==> src/rtl/runway_pkg.sv <==
// runway_pkg: shared definitions for the runway lights pattern decoder.
//   - PAT_A..PAT_D : the four legal light patterns
//   - dir_t        : decoded wind/switch code (2'b11 is never used)
//   - dec_state_t  : decoder FSM states
//   - pat_legal()  : true when a pattern is one of the four legal ones
package runway_pkg;

  localparam logic [2:0] PAT_A = 3'b001;
  localparam logic [2:0] PAT_B = 3'b010;
  localparam logic [2:0] PAT_C = 3'b100;
  localparam logic [2:0] PAT_D = 3'b101;

  typedef enum logic [1:0] {
    DIR_CALM = 2'b00,
    DIR_W01  = 2'b01,
    DIR_W10  = 2'b10
  } dir_t;

  typedef enum logic [1:0] {
    IDLE   = 2'd0,
    TRACK  = 2'd1,
    LOCKED = 2'd2
  } dec_state_t;

  function automatic logic pat_legal(input logic [2:0] p);
    return (p == PAT_A) || (p == PAT_B) || (p == PAT_C) || (p == PAT_D);
  endfunction

endpackage

==> src/rtl/runway_xition_classify.sv <==
// runway_xition_classify: combinational classifier for one pattern transition.
// Ports:
//   prev  in  3  previously accepted pattern
//   cur   in  3  newly sampled pattern
//   legal out 1  transition is one of the twelve listed pairs
//   cls   out 2  class of the transition (valid only when legal=1)
// Any pair not listed (repeats, illegal patterns, D->D, ...) is illegal.
module runway_xition_classify
  import runway_pkg::*;
(
  input  logic [2:0] prev,
  input  logic [2:0] cur,
  output logic       legal,
  output dir_t       cls
);

  always_comb begin
    legal = 1'b1;
    cls   = DIR_CALM;
    case ({prev, cur})
      // calm
      {PAT_A, PAT_D}, {PAT_B, PAT_D}, {PAT_C, PAT_D}, {PAT_D, PAT_B}: cls = DIR_CALM;
      // wind01
      {PAT_A, PAT_B}, {PAT_B, PAT_C}, {PAT_C, PAT_A}, {PAT_D, PAT_A}: cls = DIR_W01;
      // wind10
      {PAT_A, PAT_C}, {PAT_C, PAT_B}, {PAT_B, PAT_A}, {PAT_D, PAT_C}: cls = DIR_W10;
      default: legal = 1'b0;
    endcase
  end

endmodule

==> src/rtl/runway_decoder.sv <==
// runway_decoder: observes the runway lights pattern bus and infers which
// wind/switch code drives the pattern generator. A direction is reported
// once CONFIRM consecutive transitions of the same class have been seen.
// Ports:
//   clk        in  1  system clock, rising edge
//   reset      in  1  asynchronous active-high reset
//   sample_en  in  1  pat is evaluated only when 1
//   pat        in  3  observed light pattern
//   dir        out 2  decoded code (00 calm, 01 wind01, 10 wind10)
//   dir_valid  out 1  dir is locked
//   dir_change out 1  pulse when dir_valid rises or locked dir changes
//   err        out 1  pulse on illegal pattern / illegal transition
//   err_count  out 8  saturating error count (only with RUNWAY_DECODER_ERRCNT_EN)
// Optional feature macro: RUNWAY_DECODER_ERRCNT_EN
module runway_decoder
  import runway_pkg::*;
#(
  parameter int CONFIRM = 3,
  parameter int CNT_W   = 4
) (
  input  logic       clk,
  input  logic       reset,
  input  logic       sample_en,
  input  logic [2:0] pat,
  output logic [1:0] dir,
  output logic       dir_valid,
  output logic       dir_change,
`ifdef RUNWAY_DECODER_ERRCNT_EN
  output logic [7:0] err_count,
`endif
  output logic       err
);

  localparam logic [CNT_W-1:0] CONF_C = CNT_W'(CONFIRM);

  dec_state_t       state_reg, state_next;
  logic [2:0]       prev_reg, prev_next;
  dir_t             cand_reg, cand_next;
  logic [CNT_W-1:0] cnt_reg, cnt_next;
  dir_t             dir_reg, dir_next;
  logic             valid_reg, valid_next;
  logic             change_reg, change_next;
  logic             err_reg, err_next;

  logic             x_legal;
  dir_t             x_cls;
  logic [CNT_W-1:0] cnt_sat;
  logic [CNT_W-1:0] cnt_upd;

  runway_xition_classify u_classify (
    .prev  (prev_reg),
    .cur   (pat),
    .legal (x_legal),
    .cls   (x_cls)
  );

  // Agreement counter: continue the run only if it is the same class and a
  // run is actually in progress (cnt==0 right after IDLE), saturate at CONFIRM.
  assign cnt_sat = (cnt_reg >= CONF_C) ? CONF_C : cnt_reg + 1'b1;
  assign cnt_upd = ((x_cls == cand_reg) && (cnt_reg != '0)) ? cnt_sat : CNT_W'(1);

  always_comb begin
    state_next  = state_reg;
    prev_next   = prev_reg;
    cand_next   = cand_reg;
    cnt_next    = cnt_reg;
    dir_next    = dir_reg;
    valid_next  = valid_reg;
    change_next = 1'b0;
    err_next    = 1'b0;

    if (sample_en) begin
      if (state_reg == IDLE) begin
        if (pat_legal(pat)) begin
          prev_next  = pat;
          cnt_next   = '0;
          state_next = TRACK;
        end else begin
          err_next = 1'b1;
        end
      end else if (!x_legal) begin
        err_next   = 1'b1;
        valid_next = 1'b0;
        state_next = IDLE;
      end else begin
        prev_next = pat;
        cand_next = x_cls;
        cnt_next  = cnt_upd;
        if (cnt_upd == CONF_C) begin
          // Covers the initial lock, staying locked on agreement, and the
          // immediate re-lock to a new class when CONFIRM==1.
          dir_next    = x_cls;
          valid_next  = 1'b1;
          state_next  = LOCKED;
          change_next = (state_reg == TRACK) || (x_cls != dir_reg);
        end else begin
          valid_next = 1'b0;
          state_next = TRACK;
        end
      end
    end
  end

  always_ff @(posedge clk or posedge reset) begin
    if (reset) begin
      state_reg  <= IDLE;
      prev_reg   <= 3'b000;
      cand_reg   <= DIR_CALM;
      cnt_reg    <= '0;
      dir_reg    <= DIR_CALM;
      valid_reg  <= 1'b0;
      change_reg <= 1'b0;
      err_reg    <= 1'b0;
    end else begin
      state_reg  <= state_next;
      prev_reg   <= prev_next;
      cand_reg   <= cand_next;
      cnt_reg    <= cnt_next;
      dir_reg    <= dir_next;
      valid_reg  <= valid_next;
      change_reg <= change_next;
      err_reg    <= err_next;
    end
  end

`ifdef RUNWAY_DECODER_ERRCNT_EN
  logic [7:0] err_count_reg;

  always_ff @(posedge clk or posedge reset) begin
    if (reset) begin
      err_count_reg <= 8'h00;
    end else if (err_next && (err_count_reg != 8'hFF)) begin
      err_count_reg <= err_count_reg + 8'h01;
    end
  end

  assign err_count = err_count_reg;
`endif

  assign dir        = dir_reg;
  assign dir_valid  = valid_reg;
  assign dir_change = change_reg;
  assign err        = err_reg;

endmodule

==> config.mk <==
export PLATFORM = sky130hd
export DESIGN_NAME = runway_decoder
export DESIGN_NICKNAME = d
export VERILOG_FILES = /design/src/rtl/runway_pkg.sv /design/src/rtl/runway_xition_classify.sv /design/src/rtl/runway_decoder.sv
export SDC_FILE = /design/constraint.sdc
export NUM_CORES = 1
export LEC_CHECK = 0
export CAP_MARGIN = 20
export CORE_ASPECT_RATIO = 0.75
export CORE_MARGIN = 2
export CORE_UTILIZATION = 55
export CTS_CLUSTER_DIAMETER = 100
export DETAILED_ROUTE_END_ITERATION = 10
export PLACE_DENSITY = 0.83
export SLEW_MARGIN = 15
export SYNTH_ARGS = -nofsm -noshare
export SYNTH_HDL_FRONTEND = slang
export SYNTH_SLANG_ARGS = --single-unit
==> constraint.sdc <==
create_clock -name clk -period 2.43 [get_ports clk]
set_input_delay 0.486 -clock clk [delete_from_list [all_inputs] [get_ports clk]]
set_output_delay 0.486 -clock clk [all_outputs]
set_load 0.03 [all_outputs]
### Yosys cells after proc, flatten, opt, wreduce, memory -nomap -nowiden

Cells that the tools add are included.

* memories: 0
* register bits: 16
* bits in writable memories: 0
* ROM bits: 0
* bits in latches: 0

* magnitude comparators: 1
* divide/modulo/power cells: 0
* multiplexer cells: 24
* shift-type cells: 0
* equal/unequal tests: 21
* bitwise gates (word level): 1
* reduce and logical (&&, ||, !) cells: 16
* multipliers: 0
* $add $sub $neg: 1

Operators by type and width (count)
* $eq A6 B6 Y1 const B: 6
* $mux W4: 5
* $eq A6 B4 Y1 const B: 3
* $eq A6 B5 Y1 const B: 3
* $reduce_or A12 Y1: 1
* $mux W1: 11
* $mux W3: 3
* $mux W2: 4
* $reduce_or A4 Y1: 2
* $eq A3 B3 Y1 const B: 2
* $reduce_and A3 Y1: 2
* $add A4 B1 Y4 const B: 1
* $eq A4 B2 Y1 const B: 1
* $ge A4 B2 Y1 const B: 1
* $logic_or A1 B1 Y1: 4
* $pmux W2 S2: 1
* $reduce_and A2 Y1: 2
* $reduce_and A4 Y1: 1
* $reduce_bool A4 Y1: 1
* $eq A3 B1 Y1 const B: 1
* $eq A3 B2 Y1 const B: 1
* $eq A2 B1 Y1 const B: 1
* $eq A2 B2 Y1: 1
* $logic_not A2 Y1: 1
* 5 further kinds: 5

### Longest topological paths before layout

Gate-level depths: netlist of run 1.

* depth after elaboration: 11
* depth in mapped cells: 7
* mapped depth without buffers: 6

### Modules after synthesis

A second synthesis of run 1 with hierarchy kept.

* cells, all modules: 79
* area total of the unflattened synthesis: 883.3 um2

Modules (own cells, without submodules)
* runway_decoder: cells each 61, instances 1, area an instance 749.5 um2, sequential area each 400.4 um2
* runway_xition_classify: cells each 18, instances 1, area an instance 133.9 um2, sequential area each 0.0 um2

### Worst setup path before layout of run 1

No wires, ideal clock.

* kind: input to register
* from: in pat[2]
* to: reg prev_reg[2]
* required time: 2305 ps
* path slack: 433 ps
* arrival time: 1872 ps
* stages: 6
* cell sequence: buf_2 nor2_4 o22ai_1 a221o_1 a32oi_4 mux2_4

* longest elaborated chain between the ends: 6

RTL lines
* start, declared: line runway_decoder.sv:24 `input logic [2:0] pat,`
* branches (longest 6 deep; another with $reduce_or A12 Y1)
* end signal, assigned: line runway_decoder.sv:116 `prev_reg <= prev_next;`
* end, declared: line runway_decoder.sv:37 `logic [2:0] prev_reg, prev_next;`

Several ways; the timed one is not identified. The select of a mux whose other input is x is not followed.
A chain may end at the register's enable or synchronous reset.

### Worst setup path after layout of run 1

* from: in pat[1]
* to: reg dir_reg[1], in the netlist dir[1]

* longest elaborated chain between the ends: 8

RTL lines
* $eq A6 B4 Y1, or another cell as far along: line runway_xition_classify.sv:20 `case ({prev, cur})`
* $reduce_or A4 Y1 (on tied branches)
* $pmux W2 S2: line runway_xition_classify.sv:20
* $eq A2 B2 Y1: line runway_decoder.sv:60 `assign cnt_upd = ((x_cls == cand_reg) && (cnt_reg != '0)) ? cnt_sat : CNT_W'(1);`
* $logic_and A1 B1 Y1: line runway_decoder.sv:60
* $mux W4: line runway_decoder.sv:60
* $eq A4 B2 Y1: line runway_decoder.sv:89 `if (cnt_upd == CONF_C) begin`
* $reduce_and A4 Y1 (no source line)
* end signal, assigned: line runway_decoder.sv:119 `dir_reg <= dir_next;`
* end, declared: line runway_decoder.sv:40 `dir_t dir_reg, dir_next;`

Several ways; a longest one is shown, not always the timed one.

==> impl_metrics.env, run 1 <==
export IMPL_status="complete, no violations"
export IMPL_cp_data_arrival_time_ps=2430
export IMPL_clock_sinks=16
export IMPL_synth_nets=113
export IMPL_timing_fmax_mhz=446
export IMPL_synth_area_um2=1050
export IMPL_powerDensity_nw_per_um2=709
export IMPL_hold_path_class="reg2reg"
export IMPL_placed_area_um2=1220
export IMPL_num_vias=880
export IMPL_final_area_um2=1260
export IMPL_cts_htree_levels=1
export IMPL_ir_drop_mv=0.500
export IMPL_synthTopCellsByArea="dfrtp_1 38%, nand2_1 5.0%, mux2_4 4.3%"
export IMPL_crit_fanout=6
export IMPL_cts_buffers=3
export IMPL_async_flop_share_pct=100
export IMPL_routed_wl_mm=2.18
export IMPL_final_setup_tns_ps=0
export IMPL_largest_reg_flops=4
export IMPL_slew_violations=0
export IMPL_final_seq_area_um2=400
export IMPL_ys_types=42
export IMPL_nets=134
export IMPL_multi_input_area_um2=597
export IMPL_post_cts_buffers=0
export IMPL_grt_pass1_wl_mm=3.87
export IMPL_synthToLayoutAreaGrowth_pct=19.8
export IMPL_viasPerCell=5.99
export IMPL_ys_seq_area_share_pct=38.1
export IMPL_drt_iter0_markers=27
export IMPL_hold_buffers=0
export IMPL_p_leak_nw=0.565
export IMPL_final_hold_viol_count=0
export IMPL_clkTransAtPathRegs_ps=100
export IMPL_drc=0
export IMPL_yosys_warnings=0
export IMPL_grtUsageTotal_pct=23.5
export IMPL_dp_hpwl_mm=1.71
export IMPL_setup_worst_path_start_class="input pin"
export IMPL_rsz0062_at_grt="no"
export IMPL_ant_nets=0
export IMPL_cts_tree="yes"
export IMPL_io_pins=11
export IMPL_grt_max_degree=17
export IMPL_die_x_um=54.5
export IMPL_yosys_area_top_type_share_pct=38.1
export IMPL_dr_pass1_iters=4
export IMPL_slew_headroom_pct=61.6
export IMPL_min_period_over_period_pct=92.3
export IMPL_clockBufferDepth=2
export IMPL_drive_gt1_share_pct=20.8
export IMPL_skew_ps=6.19
export IMPL_synth_avg_cell_area_um2=10.0
export IMPL_critPathRequiredTime_ps=2620
export IMPL_yosys_area_top_type="dfrtp_1"
export IMPL_fill_cells=142
export IMPL_die_y_um=41.9
export IMPL_die_area_um2=2280
export IMPL_root_buffer="clkbuf_4"
export IMPL_synth_seq_cells=16
export IMPL_cap_violations=0
export IMPL_grt_ovfl_total=0
export IMPL_antenna_found_initial=0
export IMPL_grt_pass1_vias=875
export IMPL_min_period_ps=2240
export IMPL_worstMarginPinSlew_ps=575
export IMPL_detail_route_wl_per_cell_um=14.8
export IMPL_gp_congestion=0.818
export IMPL_synth_cells=105
export IMPL_start_util_pct=59.3
export IMPL_setup_violations=0
export IMPL_core_area_um2=1770
export IMPL_clkLatencyLatePin_ps=300
export IMPL_synth_ff_type="dfrtp_1"
export IMPL_rows=13
export IMPL_end_kind="flop"
export IMPL_diodes=0
export IMPL_p_total_mw=0.892
export IMPL_cts_resized=0
export IMPL_port_buffers=10
export IMPL_criticalPathCategory="in2reg"
export IMPL_synth_edff_count=0
[critical path, stage by stage]
cell	delay [ps]
clkdlybuf4s50_1	530
nand3b_1	240
a211o_1	340
a221oi_2	340
a21oi_4	80
nand3_4	110
mux2_4	310
[metal layers]
layer	vias up	track usage (%)	wire (um)	share of wire (%)
met3	12	8.63	125	5.7
met5	-	0	0	0
met4	0	9.50	68	3.1
met1	422	31.4	1040	48
li1	418	-	-	-
met2	28	34.0	945	43
[cells by family after synthesis]
| logic type | share of synthesized area [%] |
|---|---|
| adders and majority gates | 2.38 |
| AOI/OAI and AO/OA | 23.2 |
| and+or+nand+nor | 24.3 |
| buffers and inverters | 5.12 |
| DFF | 38.1 |
| xor gates and xnor gates | 1.67 |
| muxes | 5.24 |
[metrics by stage]
| stage | util, % | setup WS, ps | std cells | hold WS, ps |
|---|---|---|---|---|
| finish | 71.0 | 187 | 147 | 498 |
| global route | 71.0 | 85.5 | 147 | 530 |
| CTS | 71.0 | 212 | 147 | 503 |
| detailed placement | 68.9 | -99.7 | 143 | 478 |
| global placement | 68.9 | -16.5 | 143 | 463 |
| floorplan | - | 433 | 105 | 400 |
[Yosys cell counts (2+ instances only)]
library cell  number
a21oi_1            5
nand3b_1           3
a31oi_1            2
nand2_1           14
nand2b_1           2
and2_1             2
mux2_4             3
inv_1             10
dfrtp_1           16
xnor2_1            2
ha_1               2
nor2_1             7
a21oi_4            2
nand3_1            2
o21ai_0            6
[path summary, 6_finish.rpt]
check	depth (start not counted)	startpoint	slack, ps	end
min reg2reg	1	cnt_reg[3]	500	cnt_reg[3]
max reg2reg	6	prev_reg[2]	420	dir[1]
max in group asynchronous	2	reset	1520	prev_reg[2]
max	7	pat[1]	190	dir[1]
min	1	cnt_reg[3]	500	cnt_reg[3]
min in group asynchronous	2	reset	530	cnt_reg[0]
[layout make-up]
type / count / area share [%]
well taps: 22 / 2.19
multi-input cells: 77 / 47.4
clock buffers: 4 / 2.88
inverters: 10 / 2.98
repair buffers: 18 / 12.7
flip-flops and latches: 16 / 31.8
[where the power goes]
part / total [mW] / leakage (nW) / switching [mW] / internal, mW
Combinational: 0.341 / 0.331 / 0.193 / 0.148
Clock: 0.180 / 0.0210 / 0.0883 / 0.0915
Sequential: 0.371 / 0.212 / 0.0604 / 0.311
[cell usage in the layout, fill, tap and decap left out, types with 2 or more instances in the layout]
cell type / instances
nand3_1: 2
nand2_1: 14
nor2_1: 7
clkbuf_4: 3
a21oi_4: 2
and2_1: 2
nand2b_1: 2
ha_1: 2
nand3b_1: 3
dfrtp_1: 16
buf_4: 8
o21ai_0: 6
a21oi_1: 5
clkdlybuf4s50_1: 10
a31oi_1: 2
inv_1: 10
xnor2_1: 2
mux2_4: 3
No activity file was read; power rests on OpenSTA's default activity.
==> inputs of run 2 (changes only) <==
--- a/config.mk
+++ b/config.mk
@@ -11,7 +11,9 @@
 export CORE_UTILIZATION = 55
 export CTS_CLUSTER_DIAMETER = 100
 export DETAILED_ROUTE_END_ITERATION = 10
+export GPL_TIMING_DRIVEN = 0
 export PLACE_DENSITY = 0.83
+export SETUP_SLACK_MARGIN = 0.5
 export SLEW_MARGIN = 15
 export SYNTH_ARGS = -nofsm -noshare
 export SYNTH_HDL_FRONTEND = slang
==> constraint.sdc (replaced) <==
create_clock -name clk -period 2.3 [get_ports clk]
set_input_delay 0.46 -clock clk [delete_from_list [all_inputs] [get_ports clk]]
set_output_delay 0.46 -clock clk [all_outputs]
set_load 0.03 [all_outputs]
==> impl_metrics.env, run 2 (same netlist as run 1, synthesis figures left out) <==
export IMPL_fin_hold_ws_ps=505
export IMPL_grt_pass1_vias=844
export IMPL_clkTransAtPathRegs_ps=90
export IMPL_drc=0
export IMPL_detail_route_wl_per_cell_um=16.6
export IMPL_clockBufferDepth=2
export IMPL_crit_fanout=5
export IMPL_largest_reg_flops=4
export IMPL_clkLatencyLatePin_ps=290
export IMPL_cts_tree="yes"
export IMPL_criticalPathCategory="reg2reg"
export IMPL_setup_violations=0
export IMPL_cts_buffers=3
export IMPL_hold_buffers=0
export IMPL_drt_iter0_markers=33
export IMPL_antenna_found_initial=0
export IMPL_dr_pass1_iters=4
export IMPL_routed_wl_mm=2.57
export IMPL_drive_gt1_share_pct=36.8
export IMPL_die_area_um2=2280
export IMPL_grt_pass1_wl_mm=3.82
export IMPL_grt_ovfl_total=0
export IMPL_timing_fmax_mhz=505
export IMPL_io_pins=11
export IMPL_placed_area_um2=1190
export IMPL_powerDensity_nw_per_um2=766
export IMPL_final_area_um2=1400
export IMPL_clock_sinks=16
export IMPL_dp_hpwl_mm=1.58
export IMPL_final_cell_mix="13 x nand2_1, 13 x dfrtp_1, 10 x inv_1"
export IMPL_num_vias=912
export IMPL_slew_violations=0
export IMPL_ir_drop_mv=0.592
export IMPL_min_period_ps=1980
export IMPL_viasPerCell=5.88
export IMPL_slew_headroom_pct=61.3
export IMPL_ant_nets=0
export IMPL_p_leak_nw=0.649
export IMPL_cp_data_arrival_time_ps=2170
export IMPL_critPathRequiredTime_ps=2490
export IMPL_rows=13
export IMPL_worstMarginPinSlew_ps=580
export IMPL_fill_cells=105
export IMPL_die_y_um=41.9
export IMPL_die_x_um=54.5
export IMPL_status="complete, no violations"
export IMPL_start_util_pct=59.3
export IMPL_grt_max_degree=17
export IMPL_rsz0062_at_grt="yes"
export IMPL_min_period_over_period_pct=86.1
export IMPL_root_buffer="clkbuf_4"
export IMPL_skew_ps=4.29
export IMPL_cap_violations=0
export IMPL_cts_htree_levels=1
export IMPL_diodes=0
export IMPL_synthToLayoutAreaGrowth_pct=33.0
export IMPL_end_kind="flop"
export IMPL_setup_worst_path_start_class="flop"
export IMPL_hold_path_class="reg2reg"
export IMPL_grtUsageTotal_pct=23.5
export IMPL_port_buffers=10
export IMPL_gp_congestion=0.864
export IMPL_nets=142
export IMPL_final_hold_viol_count=0
export IMPL_core_area_um2=1770
-- run 2: report_power, final --
part / internal, mW / switching [mW]
logic: 0.245 / 0.241
registers: 0.332 / 0.0656
clock network: 0.0967 / 0.0897
total: 0.674 / 0.396
-- run 2: cell type report --
type | instances | area, um2 | share of cell area (%)
clock buffers | 4 | 36.3 | 2.60
inverters | 10 | 37.5 | 2.69
flip-flops and latches | 16 | 404 | 28.9
plain buffers | 2 | 26.3 | 1.88
well taps | 22 | 27.5 | 1.97
multi-input cells | 77 | 644 | 46.1
repair buffers | 24 | 221 | 15.8
-- run 2: metal layers --
metal | global-route usage (%) | routed length [um] | vias to the layer above
met5 | 0 | 0 | -
met4 | 4.50 | 32 | 0
met3 | 8.99 | 174 | 6
met2 | 37.8 | 1260 | 34
met1 | 29.6 | 1100 | 436
li1 | - | - | 436
-- run 2: path summary, 6_finish.rpt --
path	start	endpoint	slack [ps]	depth (start not counted)
max	prev_reg[0]	dir[1]	320	7
min	dir_valid	dir_valid	500	2
max reg2reg	prev_reg[0]	dir[1]	320	7
min reg2reg	dir_valid	dir_valid	500	2
max in group asynchronous	reset	prev_reg[2]	1370	2
min in group asynchronous	reset	cnt_reg[0]	510	2
-- run 2: through the flow --
step	utilization [%]	setup WS (ps)	instances	power, mW	setup TNS, ps
after floorplan	-	420	105	0.669	0
after global placement	67.4	-248	137	0.736	-1060
after detailed placement	67.4	-257	137	0.751	-1380
after CTS	73.5	414	150	0.974	0
after global routing	78.8	264	155	1.14	0
final	78.8	320	155	1.07	0
-- run 2: worst max-delay path, cell delays in order, from the launching register on --
cell and delay (ps):
dfrtp_2 470, nor4b_4 340, buf_4 170, a31oi_2 90, a221oi_2 310, a21oi_4 80, nand3_4 100, mux2_4 310
-- run 2: timing repair --
item                       CTS  global route
gates cloned                 1             0
buffers inserted             8             5
pin swaps                    8            11
setup endpoints to repair   16            12
gates resized for setup     19            10
